`config.mk`:
```
export PLATFORM = sky130hd
export DESIGN_NAME = prog_and_sched
export DESIGN_NICKNAME = d
export VERILOG_FILES = /design/src/rtl/prog_and_sched.sv
export SDC_FILE = /design/constraint.sdc
export NUM_CORES = 1
export LEC_CHECK = 0
export CAP_MARGIN = 25
export CORE_UTILIZATION = 45
export CTS_CLUSTER_DIAMETER = 150
export DETAILED_ROUTE_END_ITERATION = 6
export GPL_ROUTABILITY_DRIVEN = 0
export PLACE_DENSITY = 0.73
export SLEW_MARGIN = 30
export SYNTH_ARGS = -nofsm -noshare
export SYNTH_HDL_FRONTEND = slang
export SYNTH_SLANG_ARGS = --single-unit
```
`constraint.sdc`:
```
create_clock -name clk -period 1.7 [get_ports clk]
set_clock_uncertainty 0.15 [all_clocks]
set_input_delay 0.51 -clock clk [delete_from_list [all_inputs] [get_ports clk]]
set_output_delay 0.51 -clock clk [all_outputs]
set_load 0.05 [all_outputs]
```
`src/rtl/prog_and_sched.sv`:
```
// Two-requester round-robin front end sharing one registered prefix-AND pipeline.
// Optional statistics counters are enabled by defining PROG_AND_STATS_EN.
module prog_and_sched #(
   parameter int unsigned WIDTH  = 3,
   parameter int unsigned STAGES = 2
) (
   input  logic             clk,
   input  logic             rst_n,
   input  logic             i_req0_valid,
   input  logic [WIDTH-1:0] i_req0_data,
   output logic             o_req0_ready,
   input  logic             i_req1_valid,
   input  logic [WIDTH-1:0] i_req1_data,
   output logic             o_req1_ready,
   output logic             o_res_valid,
   output logic [WIDTH-1:0] o_res_data,
   output logic             o_res_id,
   input  logic             i_res_ready,
`ifdef PROG_AND_STATS_EN
   output logic             o_busy,
   output logic [15:0]      o_acc0_cnt,
   output logic [15:0]      o_acc1_cnt,
   output logic [15:0]      o_stall_cnt
`else
   output logic             o_busy
`endif
);

   function automatic logic [WIDTH-1:0] prefix_and(input logic [WIDTH-1:0] a);
      logic [WIDTH-1:0] o;
      o[0] = a[0];
      for (int unsigned i = 1; i < WIDTH; i++) o[i] = a[i] & o[i-1];
      return o;
   endfunction

   // Level 0 is the raw capture register; levels 1..STAGES each apply one prefix-AND.
   logic [STAGES:0]  r_vld;
   logic [STAGES:0]  r_id;
   logic [WIDTH-1:0] r_data [0:STAGES];
   logic             r_last_grant;

   logic             w_adv;
   logic             w_any;
   logic             w_grant;
   logic             w_accept;
   logic [WIDTH-1:0] w_sel_data;

   always_comb begin
      w_adv        = !r_vld[STAGES] | i_res_ready;
      w_any        = i_req0_valid | i_req1_valid;
      w_grant      = i_req1_valid;
      if (i_req0_valid & i_req1_valid) w_grant = ~r_last_grant;
      w_accept     = w_adv & w_any;
      w_sel_data   = w_grant ? i_req1_data : i_req0_data;
      o_req0_ready = w_adv & i_req0_valid & ~w_grant;
      o_req1_ready = w_adv & i_req1_valid & w_grant;
   end

   always_ff @(posedge clk or negedge rst_n) begin
      if (!rst_n) begin
         r_vld        <= '0;
         r_id         <= '0;
         r_last_grant <= 1'b1;
         for (int unsigned i = 0; i <= STAGES; i++) r_data[i] <= '0;
      end else if (w_adv) begin
         r_vld     <= {r_vld[STAGES-1:0], w_accept};
         r_id      <= {r_id[STAGES-1:0], w_accept & w_grant};
         // Bubbles carry zero data so an empty output always reads as zero.
         r_data[0] <= w_accept ? w_sel_data : '0;
         for (int unsigned i = 1; i <= STAGES; i++) r_data[i] <= prefix_and(r_data[i-1]);
         if (w_accept) r_last_grant <= w_grant;
      end
   end

   assign o_res_valid = r_vld[STAGES];
   assign o_res_data  = r_data[STAGES];
   assign o_res_id    = r_id[STAGES];
   assign o_busy      = |r_vld;

`ifdef PROG_AND_STATS_EN
   logic [15:0] r_acc0_cnt;
   logic [15:0] r_acc1_cnt;
   logic [15:0] r_stall_cnt;

   always_ff @(posedge clk or negedge rst_n) begin
      if (!rst_n) begin
         r_acc0_cnt  <= '0;
         r_acc1_cnt  <= '0;
         r_stall_cnt <= '0;
      end else begin
         if (o_req0_ready && r_acc0_cnt != 16'hFFFF) r_acc0_cnt <= r_acc0_cnt + 16'd1;
         if (o_req1_ready && r_acc1_cnt != 16'hFFFF) r_acc1_cnt <= r_acc1_cnt + 16'd1;
         if (r_vld[STAGES] && !i_res_ready && r_stall_cnt != 16'hFFFF) begin
            r_stall_cnt <= r_stall_cnt + 16'd1;
         end
      end
   end

   assign o_acc0_cnt  = r_acc0_cnt;
   assign o_acc1_cnt  = r_acc1_cnt;
   assign o_stall_cnt = r_stall_cnt;
`endif

endmodule
```
==> flow_metrics.py <==
metrics = {
    "clock_tree": {
        "clock-root-buffer": "sky130_fd_sc_hd__clkbuf_4",
        "cts.path.max_buffers": 2,
        "tritoncts.num_buffers": 3,
        "cts_num_sinks": 16,
        "clkLatencyLatePin_ns": 0.28,
        "cts.clk_slew.worst_paths_ns": 0.09,
        "tritoncts_clock_tree": "done",
        "ctsHtreeMaxLevel": 1,
    },
    "drt": {
        "drt_iter0_drc": 3,
        "dr.pass1.iters": 2,
        "routedWlPerCell_um": 11.3,
        "avgViaCountPerCell": 4.97,
        "totalWireLength_mm": 1.09,
        "ant_nets": 0,
        "remaining_design_rule_violation_count": 0,
        "route.vias.total": 482,
    },
    "critical_path": {
        "worst_r2r_startpoint": "r_vld[2]",
        "timing.critical_path.slowest_cell_delay_ns": 0.42,
        "critical_path_arrival_ns": 1.28,
        "worst_setup_path_start_kind": "flip-flop",
        "path_type_of_the_worst_setup_path": "flip-flop to primary output",
        "crit_chain": "nor2b_4, o21bai_4, nor2b_4, buf_6",
        "rrSetupSlack_ns": 0.21,
        "setup.worst_path.end_class": "primary output",
        "worstPathMaxFanout": 3,
        "critPathRequiredTime_ns": 1.04,
        "critical_path.most_common_cell": "sky130_fd_sc_hd__nor2b_4",
        "worst-r2r-cell-count": 4,
        "reg2reg_to": "r_id[2]",
        "worst_path_max_delay_cell": "sky130_fd_sc_hd__dfrtp_2",
    },
    "sta": {
        "rsz0062_at_grt": "yes",
        "worst_slew_pin_slew_ns": 0.200,
        "timing.final.crit_share": 1.14,
        "slew_headroom": 0.867,
        "min_period_ns": 1.94,
        "setup_viol": 3,
        "timing.fmax_mhz": 517,
        "timing_hold_violations_final": 0,
        "worst_setup_margin_ns": -0.235,
        "slew_viol_final": 0,
    },
    "synthesis": {
        "synth.lib_cells_used.distinct": 18,
        "ys_ff_latch": 16,
        "syn-instance-count": 54,
        "synth.cell_area_um2": 708,
        "synthesis.nets": 65,
        "synth_sequential_area_ratio": 0.567,
        "synthesis.area_per_instance_um2": 13.1,
        "ys_warn_count": 0,
    },
    "floorplan": {
        "die_height_um": 41.7,
        "floorplan.core_area_um2": 1380,
        "ios": 19,
        "die_w_um": 41.7,
        "fp.dieArea_um2": 1740,
        "initial_cell_density_of_the_core": 0.512,
        "num_rows": 13,
    },
    "hold_path": {
        "hp-class": "flip-flop to flip-flop",
        "timing.hold.worst.start": "r_data[8]",
        "hold_path_end": "r_data[8]",
        "hold-path-cell-count": 2,
    },
    "placement": {
        "post-place-ws_ns": -0.494,
        "buffer_ports.inserted": 18,
        "place.detailed.hpwl_um": 846,
    },
    "global_route": {
        "grt_residual_overflow": 0,
        "grt_pass1_wl_mm": 1.99,
        "maximum_number_of_pins_on_one_net_before_global_route_repair": 18,
        "grt_use_total": 0.158,
        "grt_pass1_vias": 475,
        "antenna_violations_before_repair": 0,
    },
    "layout": {
        "synthToLayoutAreaGrowth_pct": 47.0,
        "diodes": 0,
        "postLayoutCoreUtil": 0.753,
        "most_common_library_cell_in_the_layout_ignoring_fill_and_taps": "sky130_fd_sc_hd__dfrtp_1",
        "fin_nets": 94,
        "most_frequent_cells_in_the_layout": "14 x sky130_fd_sc_hd__dfrtp_1, 11 x sky130_fd_sc_hd__buf_4, 7 x sky130_fd_sc_hd__nand2_1, 7 x sky130_fd_sc_hd__clkdlybuf4s50_1, 6 x sky130_fd_sc_hd__buf_12",
        "final_layout_size_suffix_gt1_frac": 0.415,
    },
    "power_and_ir_drop": {
        "power_per_cell_area_nw_per_um2": 1370,
        "vdd.ir_drop.worst_mv": 0.886,
        "leakage_nw": 0.513,
    },
    "run": {
        "maxCapViolations": 0,
    },
    "outcome": {
        "violations_in_the_final_reports": "negative setup slack",
        "run_status": "complete, but fails checks",
    },
}
==> where the power goes <==
| group | leakage [nW] | switching (mW) | total, mW | internal (mW) |
|---|---|---|---|---|
| logic | 0.301 | 0.301 | 0.652 | 0.351 |
| registers | 0.198 | 0.0751 | 0.569 | 0.494 |
| clock network | 0.0150 | 0.114 | 0.205 | 0.0912 |
==> kinds of logic (layout without fill, tap and decap cells) <==
group,Yosys count,after routing,share of synthesized area
AO/OA/AOI/OAI,11,11,0.138
buffers and inverters,5,33,0.0636
flip-flops,16,16,0.567
multiplexers,8,8,0.122
AND/OR/NAND/NOR,14,14,0.110
==> worst max-delay path: cells and delay by family, from the launching register on <==
family,cells,cell delay (ns)
flops,1,0.42
compound gates,1,0.18
buf+inv,1,0.16
simple gates,2,0.24
==> cell type report <==
cell class | instances | area (µm²)
clock buffer | 4 | 26.3
fill | 96 | 342
multi-input combinational | 33 | 269
sequential | 16 | 403
tap | 15 | 18.8
timing repair buffer | 29 | 324
==> synthesized netlist by cell type (all sizes together) <==
| cell type | count | area share |
|---|---|---|
| o21ai | 3 | 0.021 |
| mux2i | 3 | 0.042 |
| o21bai | 1 | 0.027 |
| nor2 | 3 | 0.027 |
| or3 | 1 | 0.0088 |
| a22o | 2 | 0.025 |
| dfstp | 1 | 0.037 |
| buf | 5 | 0.064 |
| a21bo | 1 | 0.023 |
| a21o | 4 | 0.042 |
| nor2b | 2 | 0.028 |
| or2 | 1 | 0.0088 |
| nand2 | 7 | 0.037 |
| mux2 | 5 | 0.079 |
| dfrtp | 15 | 0.53 |
==> metal layers <==
| metal | vias to the layer above | global-route usage | routed length, µm |
|---|---|---|---|
| li1 | 237 | - | - |
| met1 | 219 | 0.186 | 479 |
| met2 | 21 | 0.247 | 523 |
| met5 | - | 0 | 0 |
| met3 | 5 | 0.0391 | 52 |
| met4 | 0 | 0.116 | 40 |
==> metrics by stage <==
step / hold slack, ns / instance area (µm²) / instances / power (mW) / setup TNS [ns]
2_1_floorplan: 0.0644 / 717 / 54 / 0.941 / -0.297
3_3_place_gp: 0.310 / 986 / 90 / 1.18 / -4.78
3_5_place_dp: 0.310 / 986 / 90 / 1.20 / -4.91
4_1_cts: 0.340 / 1040 / 97 / 1.44 / -0.633
5_1_grt: 0.364 / 1040 / 97 / 1.51 / -0.725
6_report: 0.338 / 1040 / 97 / 1.43 / -0.581
==> what timing repair did <==
item,in CTS,in global routing
pin swaps,1,2
hold buffers,0,0
gates resized for setup,5,2
endpoints found under the hold margin,0,0
buffers inserted,3,0
setup endpoints to repair,8,3
gates cloned,0,0
==> how the worst max path moves through the flow <==
| stage | end | slack (ns) | start |
|---|---|---|---|
| after floorplan | o_req0_ready | -0.24 | r_vld[2] |
| after detailed placement | o_req0_ready | -0.49 | i_res_ready |
| after CTS | o_req0_ready | -0.25 | r_vld[2] |
| final | o_req0_ready | -0.24 | r_vld[2] |
| after global placement | o_req0_ready | -0.50 | i_res_ready |
| after global routing | o_req0_ready | -0.28 | r_vld[2] |
==> sequential cells by signal (all words and copies together) (netlist names) <==
name          cells
r_id              3
r_data            6
r_vld             3
r_last_grant      1
o_res_data        3
Note: power is estimated with default switching activity, not from simulation.
